File: src/rtl/fft_io_controller.sv
// fft_io_controller: I/O-side master of the FFT sample RAM.
// Loads one frame of N complex samples from the input stream into RAM two per
// cycle, pulses fft_start, waits for fft_done, then reads the results back in
// natural order and streams them out with out_last on the final sample.
// Optional build macro: BITREV_LOAD_EN -- LOAD write addresses are bit-reversed
// over address_width bits so the FFT core sees in-place DIT input order.
module fft_io_controller #(
  parameter int N             = 32,
  parameter int word_size     = 16,
  parameter int address_width = $clog2(N)
) (
  input  logic                       clk,
  input  logic                       reset,
  input  logic                       in_valid,
  output logic                       in_ready,
  input  logic [2*word_size-1:0]     in_sample,
  output logic                       out_valid,
  input  logic                       out_ready,
  output logic [2*word_size-1:0]     out_sample,
  output logic                       out_last,
  output logic                       fft_start,
  input  logic                       fft_done,
  output logic                       io_wr_en,
  output logic [address_width-1:0]   io_wr_address1,
  output logic [address_width-1:0]   io_wr_address2,
  output logic [2*word_size-1:0]     io_wr_sample1,
  output logic [2*word_size-1:0]     io_wr_sample2,
  output logic [address_width-1:0]   io_rd_address1,
  output logic [address_width-1:0]   io_rd_address2,
  input  logic [2*word_size-1:0]     io_rd_sample1,
  input  logic [2*word_size-1:0]     io_rd_sample2,
  output logic                       busy
);

  localparam int SW = 2 * word_size;
  localparam logic [address_width-1:0] LAST_SAMPLE = address_width'(N - 1);
  localparam logic [address_width-1:0] LAST_PAIR   = address_width'(N / 2 - 1);

  typedef enum logic [1:0] {
    LOAD    = 2'd0,
    COMPUTE = 2'd1,
    UNLOAD  = 2'd2
  } state_t;

  state_t state_reg, state_next;

  logic [address_width-1:0] sample_count_reg;
  logic [SW-1:0]            pair_hold_reg;
  logic [address_width-1:0] pair_count_reg;
  logic                     phase_reg;      // 0: presenting even sample, 1: odd sample
  logic                     rd_issue_reg;   // read addresses on the bus this cycle
  logic                     rd_data_reg;    // read data on the bus this cycle
  logic [SW-1:0]            second_reg;     // odd sample of the pair awaiting its turn

  logic in_fire;
  logic out_fire;
  logic load_done;
  logic unload_done;

  assign in_ready    = (state_reg == LOAD);
  assign in_fire     = in_valid & in_ready;
  assign out_fire    = out_valid & out_ready;
  assign load_done   = in_fire && (sample_count_reg == LAST_SAMPLE);
  assign unload_done = out_fire && phase_reg && (pair_count_reg == LAST_PAIR);

  // Natural-order addresses of the pair completed by the current odd sample
  logic [address_width-1:0] nat_even;
  logic [address_width-1:0] nat_odd;
  logic [address_width-1:0] load_addr_even;
  logic [address_width-1:0] load_addr_odd;

  assign nat_even = {sample_count_reg[address_width-1:1], 1'b0};
  assign nat_odd  = {sample_count_reg[address_width-1:1], 1'b1};

`ifdef BITREV_LOAD_EN
  // Mirror the address bits so the frame lands in bit-reversed order
  for (genvar gi = 0; gi < address_width; gi++) begin : g_bitrev
    assign load_addr_even[gi] = nat_even[address_width-1-gi];
    assign load_addr_odd[gi]  = nat_odd[address_width-1-gi];
  end
`else
  assign load_addr_even = nat_even;
  assign load_addr_odd  = nat_odd;
`endif

  // Read address of the pair following the one currently being emitted
  logic [address_width-1:0] pair_plus1;
  assign pair_plus1 = pair_count_reg + address_width'(1);

  // State register
  always_ff @(posedge clk or negedge reset) begin
    if (!reset) begin
      state_reg <= LOAD;
    end else begin
      state_reg <= state_next;
    end
  end

  // Next-state: terminal counts and fft_done move the frame through its phases
  always_comb begin
    state_next = state_reg;
    case (state_reg)
      LOAD:    if (load_done)   state_next = COMPUTE;
      COMPUTE: if (fft_done)    state_next = UNLOAD;
      UNLOAD:  if (unload_done) state_next = LOAD;
      default: state_next = LOAD;
    endcase
  end

  // LOAD datapath: hold even sample, write the pair when its odd partner arrives
  always_ff @(posedge clk or negedge reset) begin
    if (!reset) begin
      sample_count_reg <= '0;
      pair_hold_reg    <= '0;
      io_wr_en         <= 1'b0;
      io_wr_address1   <= '0;
      io_wr_address2   <= '0;
      io_wr_sample1    <= '0;
      io_wr_sample2    <= '0;
    end else begin
      io_wr_en <= 1'b0;
      if (in_fire) begin
        if (!sample_count_reg[0]) begin
          pair_hold_reg <= in_sample;
        end else begin
          io_wr_en       <= 1'b1;
          io_wr_address1 <= load_addr_even;
          io_wr_address2 <= load_addr_odd;
          io_wr_sample1  <= pair_hold_reg;
          io_wr_sample2  <= in_sample;
        end
        sample_count_reg <= load_done ? '0 : sample_count_reg + address_width'(1);
      end
    end
  end

  // COMPUTE handshake: start once the final pair write has reached RAM
  always_ff @(posedge clk or negedge reset) begin
    if (!reset) begin
      fft_start <= 1'b0;
      busy      <= 1'b0;
    end else begin
      // The only write that can occur in COMPUTE is the final pair of the frame
      fft_start <= (state_reg == COMPUTE) && io_wr_en;
      busy      <= (state_next == COMPUTE);
    end
  end

  // UNLOAD datapath: one pair read at a time, emitted even sample first
  always_ff @(posedge clk or negedge reset) begin
    if (!reset) begin
      pair_count_reg <= '0;
      phase_reg      <= 1'b0;
      rd_issue_reg   <= 1'b0;
      rd_data_reg    <= 1'b0;
      io_rd_address1 <= '0;
      io_rd_address2 <= '0;
      second_reg     <= '0;
      out_valid      <= 1'b0;
      out_sample     <= '0;
      out_last       <= 1'b0;
    end else begin
      rd_issue_reg <= 1'b0;
      rd_data_reg  <= rd_issue_reg;

      if ((state_reg == COMPUTE) && fft_done) begin
        pair_count_reg <= '0;
        io_rd_address1 <= address_width'(0);
        io_rd_address2 <= address_width'(1);
        rd_issue_reg   <= 1'b1;
      end

      // Pair arrives from RAM: even sample goes straight to the output
      if (rd_data_reg) begin
        out_sample <= io_rd_sample1;
        second_reg <= io_rd_sample2;
        out_valid  <= 1'b1;
        out_last   <= 1'b0;
        phase_reg  <= 1'b0;
      end

      if (out_fire) begin
        if (!phase_reg) begin
          out_sample <= second_reg;
          out_last   <= (pair_count_reg == LAST_PAIR);
          phase_reg  <= 1'b1;
        end else begin
          out_valid <= 1'b0;
          out_last  <= 1'b0;
          phase_reg <= 1'b0;
          if (pair_count_reg == LAST_PAIR) begin
            pair_count_reg <= '0;
          end else begin
            // Buffer is now empty, so the next pair can be fetched
            pair_count_reg <= pair_plus1;
            io_rd_address1 <= {pair_plus1[address_width-2:0], 1'b0};
            io_rd_address2 <= {pair_plus1[address_width-2:0], 1'b1};
            rd_issue_reg   <= 1'b1;
          end
        end
      end
    end
  end

endmodule

File: config.mk
export PLATFORM = sky130hd
export DESIGN_NAME = fft_io_controller
export DESIGN_NICKNAME = d
export VERILOG_FILES = /design/src/rtl/fft_io_controller.sv
export SDC_FILE = /design/constraint.sdc
export NUM_CORES = 1
export LEC_CHECK = 0
export ABC_CLOCK_PERIOD_IN_PS = 1750
export CAP_MARGIN = 15
export CORE_MARGIN = 4
export CORE_UTILIZATION = 43
export CTS_CLUSTER_DIAMETER = 60
export DETAILED_ROUTE_END_ITERATION = 10
export PLACE_DENSITY_LB_ADDON = 0.1
export SKIP_CTS_REPAIR_TIMING = 1
export SYNTH_ARGS = -nofsm -noshare
export SYNTH_HDL_FRONTEND = slang
export SYNTH_SLANG_ARGS = --single-unit
File: constraint.sdc
create_clock -name clk -period 1.75 [get_ports clk]
set_input_delay 0.525 -clock clk [delete_from_list [all_inputs] [get_ports clk]]
set_output_delay 0.525 -clock clk [all_outputs]
set_load 0.03 [all_outputs]
* Word level (Yosys, flattened, before mapping)
Index checks and enable logic that the tools add are counted.
** Word-level totals
- Bits of input ports :: 101
- Output and inout bits :: 122
- Flip-flop bits (word level) :: 199
- Logic and storage cells :: 73
** Cells by class
- Multiplexer cells :: 34
- Add/subtract/negate cells :: 2
- Eq/ne operators :: 5
- Bitwise gates (word level) :: 3
- Reductions and logical operators :: 9
** Operators with widths (count)
- 32-bit 2-to-1 mux :: 3
- 5-bit 2-to-1 mux :: 13
- 1-bit 2-to-1 mux :: 14
- 5-bit by 1-bit adder with 5-bit output (second input constant) :: 2
- 2-bit 2-to-1 mux :: 3
- 2-bit case mux with 3 select lines :: 1
- 5-bit by 4-bit equality test with 1-bit output (second input constant) :: 1
- 5-bit equality test (second input constant) :: 1
- 1-bit logical AND :: 5
- 2-bit by 1-bit equality test with 1-bit output (second input constant) :: 2
- 2-bit AND reduction :: 2
- 1-bit bitwise AND :: 2
- 2-bit equality test (second input constant) :: 1
- 2-bit logical NOT :: 1
- 2-bit nonzero test :: 1
- 1-bit NOT :: 1

* Longest topological paths before layout
Gate-level depths: netlist (run 1).
- Depth in word-level cells :: 6
- Gate-level depth with buffers :: 6
- Mapped depth without buffers :: 6

* Worst setup path after synthesis (run 1)
Ideal clock, no wire load.
- Path kind :: flip-flop to flip-flop
- Start :: register state_reg[0]
- End :: register io_wr_sample2[0]
- Cell stages (with the launch flop) :: 6
- Buffers on the path :: 2
- Data arrival time :: 1.826 ns
- Clock period less this slack :: 1.951 ns
- Slack :: -0.201 ns
- Library setup time :: 0.125 ns
- Required time :: 1.625 ns
- Path through :: dfrtp_1 > nor2_1 > and3_1 > clkbuf_1 > buf_2 > mux2_2
** On the way
- Cells in the longest elaborated chain, start to end :: 3
** RTL lines
- start: declaration :: RTL line 45 : state_t state_reg, state_next;
- start signal: assignment :: RTL line 95 : state_reg <= state_next;
- 2-bit logical NOT :: RTL line 60 : assign in_ready = (state_reg == LOAD);
- via in_ready :: RTL line 15 : output logic in_ready,
- 1-bit bitwise AND :: RTL line 61 : assign in_fire = in_valid & in_ready;
- 2-bit AND reduction (no line)
- end signal: assignment :: RTL line 130 : io_wr_sample2 <= in_sample;
- end: declaration :: RTL line 27 : output logic [2*word_size-1:0] io_wr_sample2,
The timed path passes the listed nets, and every way through them passes these cells.
A chain may end at the register's enable or synchronous reset.

* Worst setup path in the final report (run 1)
- Start :: register state_reg[0]
- End :: register pair_hold_reg[15]
** On the way
- Cells in the longest elaborated chain, start to end :: 3
** RTL lines
- 2-bit logical NOT :: RTL line 60
- 1-bit bitwise AND :: RTL line 61
- 2-bit AND reduction (no line)
- end signal: assignment :: RTL line 124 : pair_hold_reg <= in_sample;
- end: declaration :: RTL line 48 : logic [SW-1:0] pair_hold_reg;
No other way between the ends.

==> run_results.csv, run 1 <==
group,metric,value,unit
cts,clockBufferDepth,2,
global_route,grt_overflow,0,
global_route,grt_pass1_wl,27.9,mm
place,place_hpwl,12.5,mm
setup_path,criticalPathCategory,"flip-flop to flip-flop",
die,core,17300,sq um
synthesis,syn_nets,632,
drt,via_count,5003,
timing,grt_setup_unrepaired,"yes",
setup_path,r2r_end,"pair_hold_reg[15]",
synthesis,yosysSeqAreaShare,64.1,%
cts,numCtsBuffers,17,
synthesis,yosys.area.top_type,"dfrtp_1",
setup_path,setup.worst_path.start,"state_reg[0]",
setup_path,reg2reg_slack,7,ps
setup_path,startpoint_type,"flip-flop",
finish,fillers,1272,
global_route,grt_start_max_net_pins,47,
drt,routed_wl,17.6,mm
global_route,grt_use_met3,6.24,%
run,drv_cap,0,
global_route,grt.busiest_layer,"met2",
place,pre_cts_slack,-508,ps
timing,setup_viol,0,
cts,h-tree-depth,4,
timing,timing.fmax,574,MHz
die,die-width,141,um
setup_path,worstPathArrival,2050,ps
cts,clk-insertion-delay-late,420,ps
synthesis,synthTopCellsByArea,"dfrtp_1 64%, mux2_2 19%, mux2i_1 4.2%",
die,die_h,141,um
drt,first_pass_iters,4,
setup_path,required,2050,ps
timing,period_share,99.6,%
setup_path,endpoint,"pair_hold_reg[15]",
global_route,grt_usage,17.6,%
setup_path,worst_setup_path_end_kind,"flip-flop",
global_route,grt_pass1_vias,5395,
drt,viasPerCell,4.98,
hold_path,hp-class,"input pin to async pin",
global_route,antenna_found_initial,0,
synthesis,synth_area,7610,sq um
cts,clock_sinks,195,
synthesis,synth.avg_cell_area,14.4,sq um
setup_path,cpPeakStageDelay,430,ps
power,totalPowerFinal,22.1,mW
drt,dr.first_iter.drc_count,162,
finish,drive_gt1_share,26.0,%
place,place_inst,969,
drt,ant_nets,0,
die,die_area,19900,sq um
power,p_per_area,1950,nW/um^2
timing,drv_slew,0,
setup_path,cpMaxStageDelayCell,"or3b_4",
setup_path,crit_buf_inv,2,
place,postPlaceCellArea,10300,sq um
timing,fin_ws,7.25,ps
cts,cts_tree,"built",
setup_path,rr_worst_depth,5,
finish,diodes,0,
global_route,grt_use_met2,28.4,%
finish,final_core_utilization,65.6,%
setup_path,cp_num_cells,5,
status,status,"completed",
setup_path,r2r_start,"state_reg[0]",
setup_path,critical_path.top_delay_family,"simple AND/OR/NAND/NOR gates",
finish,fin_nets,872,
synthesis,synth_top_area_share,64.1,%
finish,area_growth,49.2,%
place,gp_congestion,0.815,
drt,routedWlPerCell,17.6,um
synthesis,ys_seq_elements,195,
place,portBuffers,221,
timing,fin_skew,9.03,ps
power,cellLeakagePower,5.86,nW
drt,drc_errors,0,
die,placementRows,48,
finish,design_area,11300,sq um
setup_path,crit_path_max_fanout,6,
die,io-pin-count,223,
synthesis,synth.distinct_cells,37,
timing,finalWorstPathRequiredPeriod,1740,ps
die,start_util,44.0,%
cts,clkSlewWorstSetupHoldPaths,70,ps
cts,cts_root_buf,"clkbuf_16",
setup_path,crit_chain,"or3b_4 -> nor2_4 -> buf_12 -> clkbuf_16 -> mux2_2",
finish,stdcell_count,1005,
synthesis,synth_cells,528,
timing,hold_viol,0,
synthesis,yosysWarnings,0,
global_route,grt_use_met1,22.5,%
power,ir_drop,0.00110,V
cells in the mapped netlist:
| cell type | count |
|---|---|
| xnor2_1 | 1 |
| conb_1 | 1 |
| and3_1 | 3 |
| nor2_1 | 40 |
| o41ai_1 | 1 |
| o21ai_0 | 7 |
| mux2i_1 | 32 |
| nor2b_1 | 1 |
| nand3b_1 | 2 |
| a21oi_1 | 34 |
| clkbuf_1 | 9 |
| inv_1 | 1 |
| nand2b_1 | 3 |
| xor2_1 | 1 |
| buf_2 | 12 |
| or2_2 | 1 |
| nor3_1 | 1 |
| o21a_1 | 1 |
| ha_1 | 3 |
| mux2_1 | 2 |
| or4b_1 | 1 |
| a21o_1 | 4 |
| o2bb2ai_1 | 5 |
| a22o_1 | 3 |
| and3b_1 | 2 |
| or3b_4 | 1 |
| buf_4 | 8 |
| buf_1 | 2 |
| nand4b_1 | 1 |
| and2_1 | 2 |
| mux2_2 | 131 |
| buf_6 | 1 |
| nand2_1 | 9 |
| nand3_1 | 4 |
| dfrtp_1 | 195 |
| nor2_2 | 1 |
| a31oi_1 | 2 |
worst min-delay path by stage:
| stage | start | end | cells past startpoint |
|---|---|---|---|
| finish | reset | io_rd_address1[2] | 1 |
| global route | reset | io_rd_address2[2] | 1 |
| CTS | reset | io_rd_address1[2] | 1 |
| detailed placement | rd_issue_reg | rd_data_reg | 0 |
| global placement | rd_issue_reg | rd_data_reg | 0 |
| floorplan | reset | busy | 0 |
cell usage in the layout (no fill, tap or decap), types with 4 or more instances in the layout:
master and instances:
nor2_1 39, nand3_1 4, mux2i_1 32, a21o_1 4
nand2_1 9, mux2_2 116, a21oi_1 34, dlymetal6s2s_1 121
clkbuf_16 19, buf_12 10, clkdlybuf4s50_1 98, dfrtp_1 193
clkbuf_8 4, bufinv_16 4, o21ai_0 7, o2bb2ai_1 5
buf_4 20, mux2_4 15
where the power goes:
group          leakage (nW)  internal (mW)  switching [mW]
Sequential             2.31           6.70            1.16
Combinational          3.24           4.87            5.22
Clock                 0.313           2.51            1.64
area by class of cell:
class                           count  area (sq um)  area share [%]
Timing Repair Buffer              253          2920            25.7
Clock buffer                       20           467            4.11
Inverter                            1          3.75          0.0331
Clock inverter                     11           173            1.52
Tap cell                          225           282            2.48
Sequential cell                   195          4880            43.0
Multi-Input combinational cell    300          2620            23.1
cell families after synthesis:
kind of cell / count (synthesis) / share of synthesized area [%]
adder cells (fa/ha/maj): 3 / 0.493
AO/OA/AOI/OAI: 57 / 4.39
XOR/XNOR: 2 / 0.230
AND/OR/NAND/NOR: 72 / 4.47
flip-flops: 195 / 64.1
multiplexers: 165 / 23.9
other: 1 / 0.0493
buffers and inverters: 33 / 2.32
per-stage QoR:
stage,TNS [ps],hold WS [ps]
2_1_floorplan,0,229
3_3_place_gp,-40810,341
3_5_place_dp,-44110,347
4_1_cts,-32280,-8.44
5_1_grt,-388,-1.75
6_report,0,0.511
layer usage:
| metal | share of wire [%] | vias to the layer above |
|---|---|---|
| met5 | 0 | - |
| met4 | 1.2 | 0 |
| met3 | 6.9 | 17 |
| met2 | 49 | 156 |
| met1 | 43 | 2495 |
| li1 | - | 2335 |
No activity file was read; power rests on OpenSTA's default activity.
==> run 2: changes to the inputs <==
==> constraint.sdc (replaced) <==
create_clock -name clk -period 1.75 [get_ports clk]
set_input_delay 0.35 -clock clk [delete_from_list [all_inputs] [get_ports clk]]
set_output_delay 0.35 -clock clk [all_outputs]
set_load 0.03 [all_outputs]
==> run 2 against run 1 <==
Largest cell class unchanged. Register-to-register slack better by 50 ps. Final area is 1.5% lower. Flip-flop and latch count stayed put. Critical endpoint is now pair_hold_reg[25].
==> run_results.csv, run 2 (same netlist as run 1, synthesis figures left out) <==
group,metric,value,unit
status,status,"completed",
power,p_per_area,1920,nW/um^2
cts,clock_sinks,195,
setup_path,worstPathArrival,2000,ps
die,die_area,19900,sq um
setup_path,criticalPathCategory,"flip-flop to flip-flop",
place,portBuffers,221,
die,die_h,141,um
setup_path,worst_setup_path_end_kind,"flip-flop",
global_route,grt_start_max_net_pins,48,
run,drv_cap,0,
finish,area_growth,46.9,%
finish,fin_nets,864,
timing,hold_viol,0,
cts,clockBufferDepth,2,
setup_path,required,2050,ps
global_route,grt_pass1_wl,27.8,mm
die,io-pin-count,223,
global_route,grt_pass1_vias,5373,
cts,h-tree-depth,4,
drt,routed_wl,16.9,mm
drt,drc_errors,0,
place,place_hpwl,12.1,mm
timing,hold_ws,369,ps
timing,timing.fmax,589,MHz
cts,cts_root_buf,"clkbuf_16",
power,ir_drop,0.000986,V
finish,final_cell_mix,"194 x dfrtp_1, 131 x mux2_2, 121 x dlymetal6s2s_1",
timing,drv_slew,0,
drt,dr.first_iter.drc_count,194,
cts,clkSlewWorstSetupHoldPaths,70,ps
place,gp_congestion,0.829,
drt,ant_nets,0,
cts,clk-insertion-delay-late,420,ps
global_route,grt_overflow,0,
finish,drive_gt1_share,25.1,%
timing,finalWorstPathRequiredPeriod,1700,ps
timing,fin_skew,9.61,ps
cts,numCtsBuffers,17,
cts,cts_tree,"built",
die,start_util,44.0,%
global_route,antenna_found_initial,0,
timing,tns,0,ps
hold_path,hp-class,"flip-flop to flip-flop",
finish,final_common_cell,"dfrtp_1",
drt,routedWlPerCell,16.9,um
power,cellLeakagePower,5.74,nW
finish,diodes,0,
timing,setup_viol,0,
setup_path,reg2reg_slack,50,ps
die,placementRows,48,
setup_path,startpoint_type,"flip-flop",
timing,period_share,97.0,%
global_route,grt_usage,17.5,%
timing,grt_setup_unrepaired,"no",
drt,first_pass_iters,4,
drt,via_count,4963,
drt,viasPerCell,4.97,
die,core,17300,sq um
die,die-width,141,um
setup_path,crit_path_max_fanout,24,
-- run 2: area by class of cell --
type	instances	area, sq um
Clock buffer	22	484
Tap cell	225	282
Inverter	1	3.75
Clock inverter	10	123
Timing Repair Buffer	245	2830
Multi-Input combinational cell	300	2580
Sequential cell	195	4880
Fill cell	1277	6120
-- run 2: routing by layer --
layer	routed length, um	track usage [%]	up-vias	part of all wire (%)
li1	-	-	2322	-
met1	7300	22.9	2454	43
met2	7980	27.3	167	47
met3	1330	6.21	20	7.9
met4	287	5.92	0	1.7
met5	0	0	-	0
-- run 2: path summary, 6_finish.rpt --
check	from	endpoint	cells past startpoint
max reg2reg	state_reg[0]	pair_hold_reg[25]	4
min	rd_issue_reg	rd_data_reg	0
max in group asynchronous	reset	pair_hold_reg[21]	3
max	state_reg[0]	pair_hold_reg[25]	4
min in group asynchronous	reset	io_rd_address1[2]	2
min reg2reg	rd_issue_reg	rd_data_reg	0
-- run 2: metrics by stage --
stage / cell area, sq um / util [%] / power (mW) / std cells / setup WS (ps)
finish: 11200 / 64.6 / 21.5 / 998 / 52.9
detailed placement: 10200 / 59.1 / 18.0 / 963 / -335
global placement: 10200 / 59.1 / 17.7 / 963 / -297
CTS: 10800 / 62.7 / 22.0 / 995 / -300
floorplan: 7610 / - / 13.8 / 528 / 50.8
global route: 11200 / 64.6 / 22.7 / 998 / 2.89
-- run 2: worst max-delay path, cell delays in order (launching register included) --
cell	delay, ps
dfrtp_1	440
or3b_4	440
nor2_4	140
buf_12	190
mux2_2	350
-- run 2: power by group --
part | internal (mW) | switching (mW) | total (mW)
Clock | 2.27 | 1.62 | 3.89
Sequential | 6.70 | 1.12 | 7.81
Combinational | 4.63 | 5.11 | 9.74
Total | 13.6 | 7.85 | 21.5
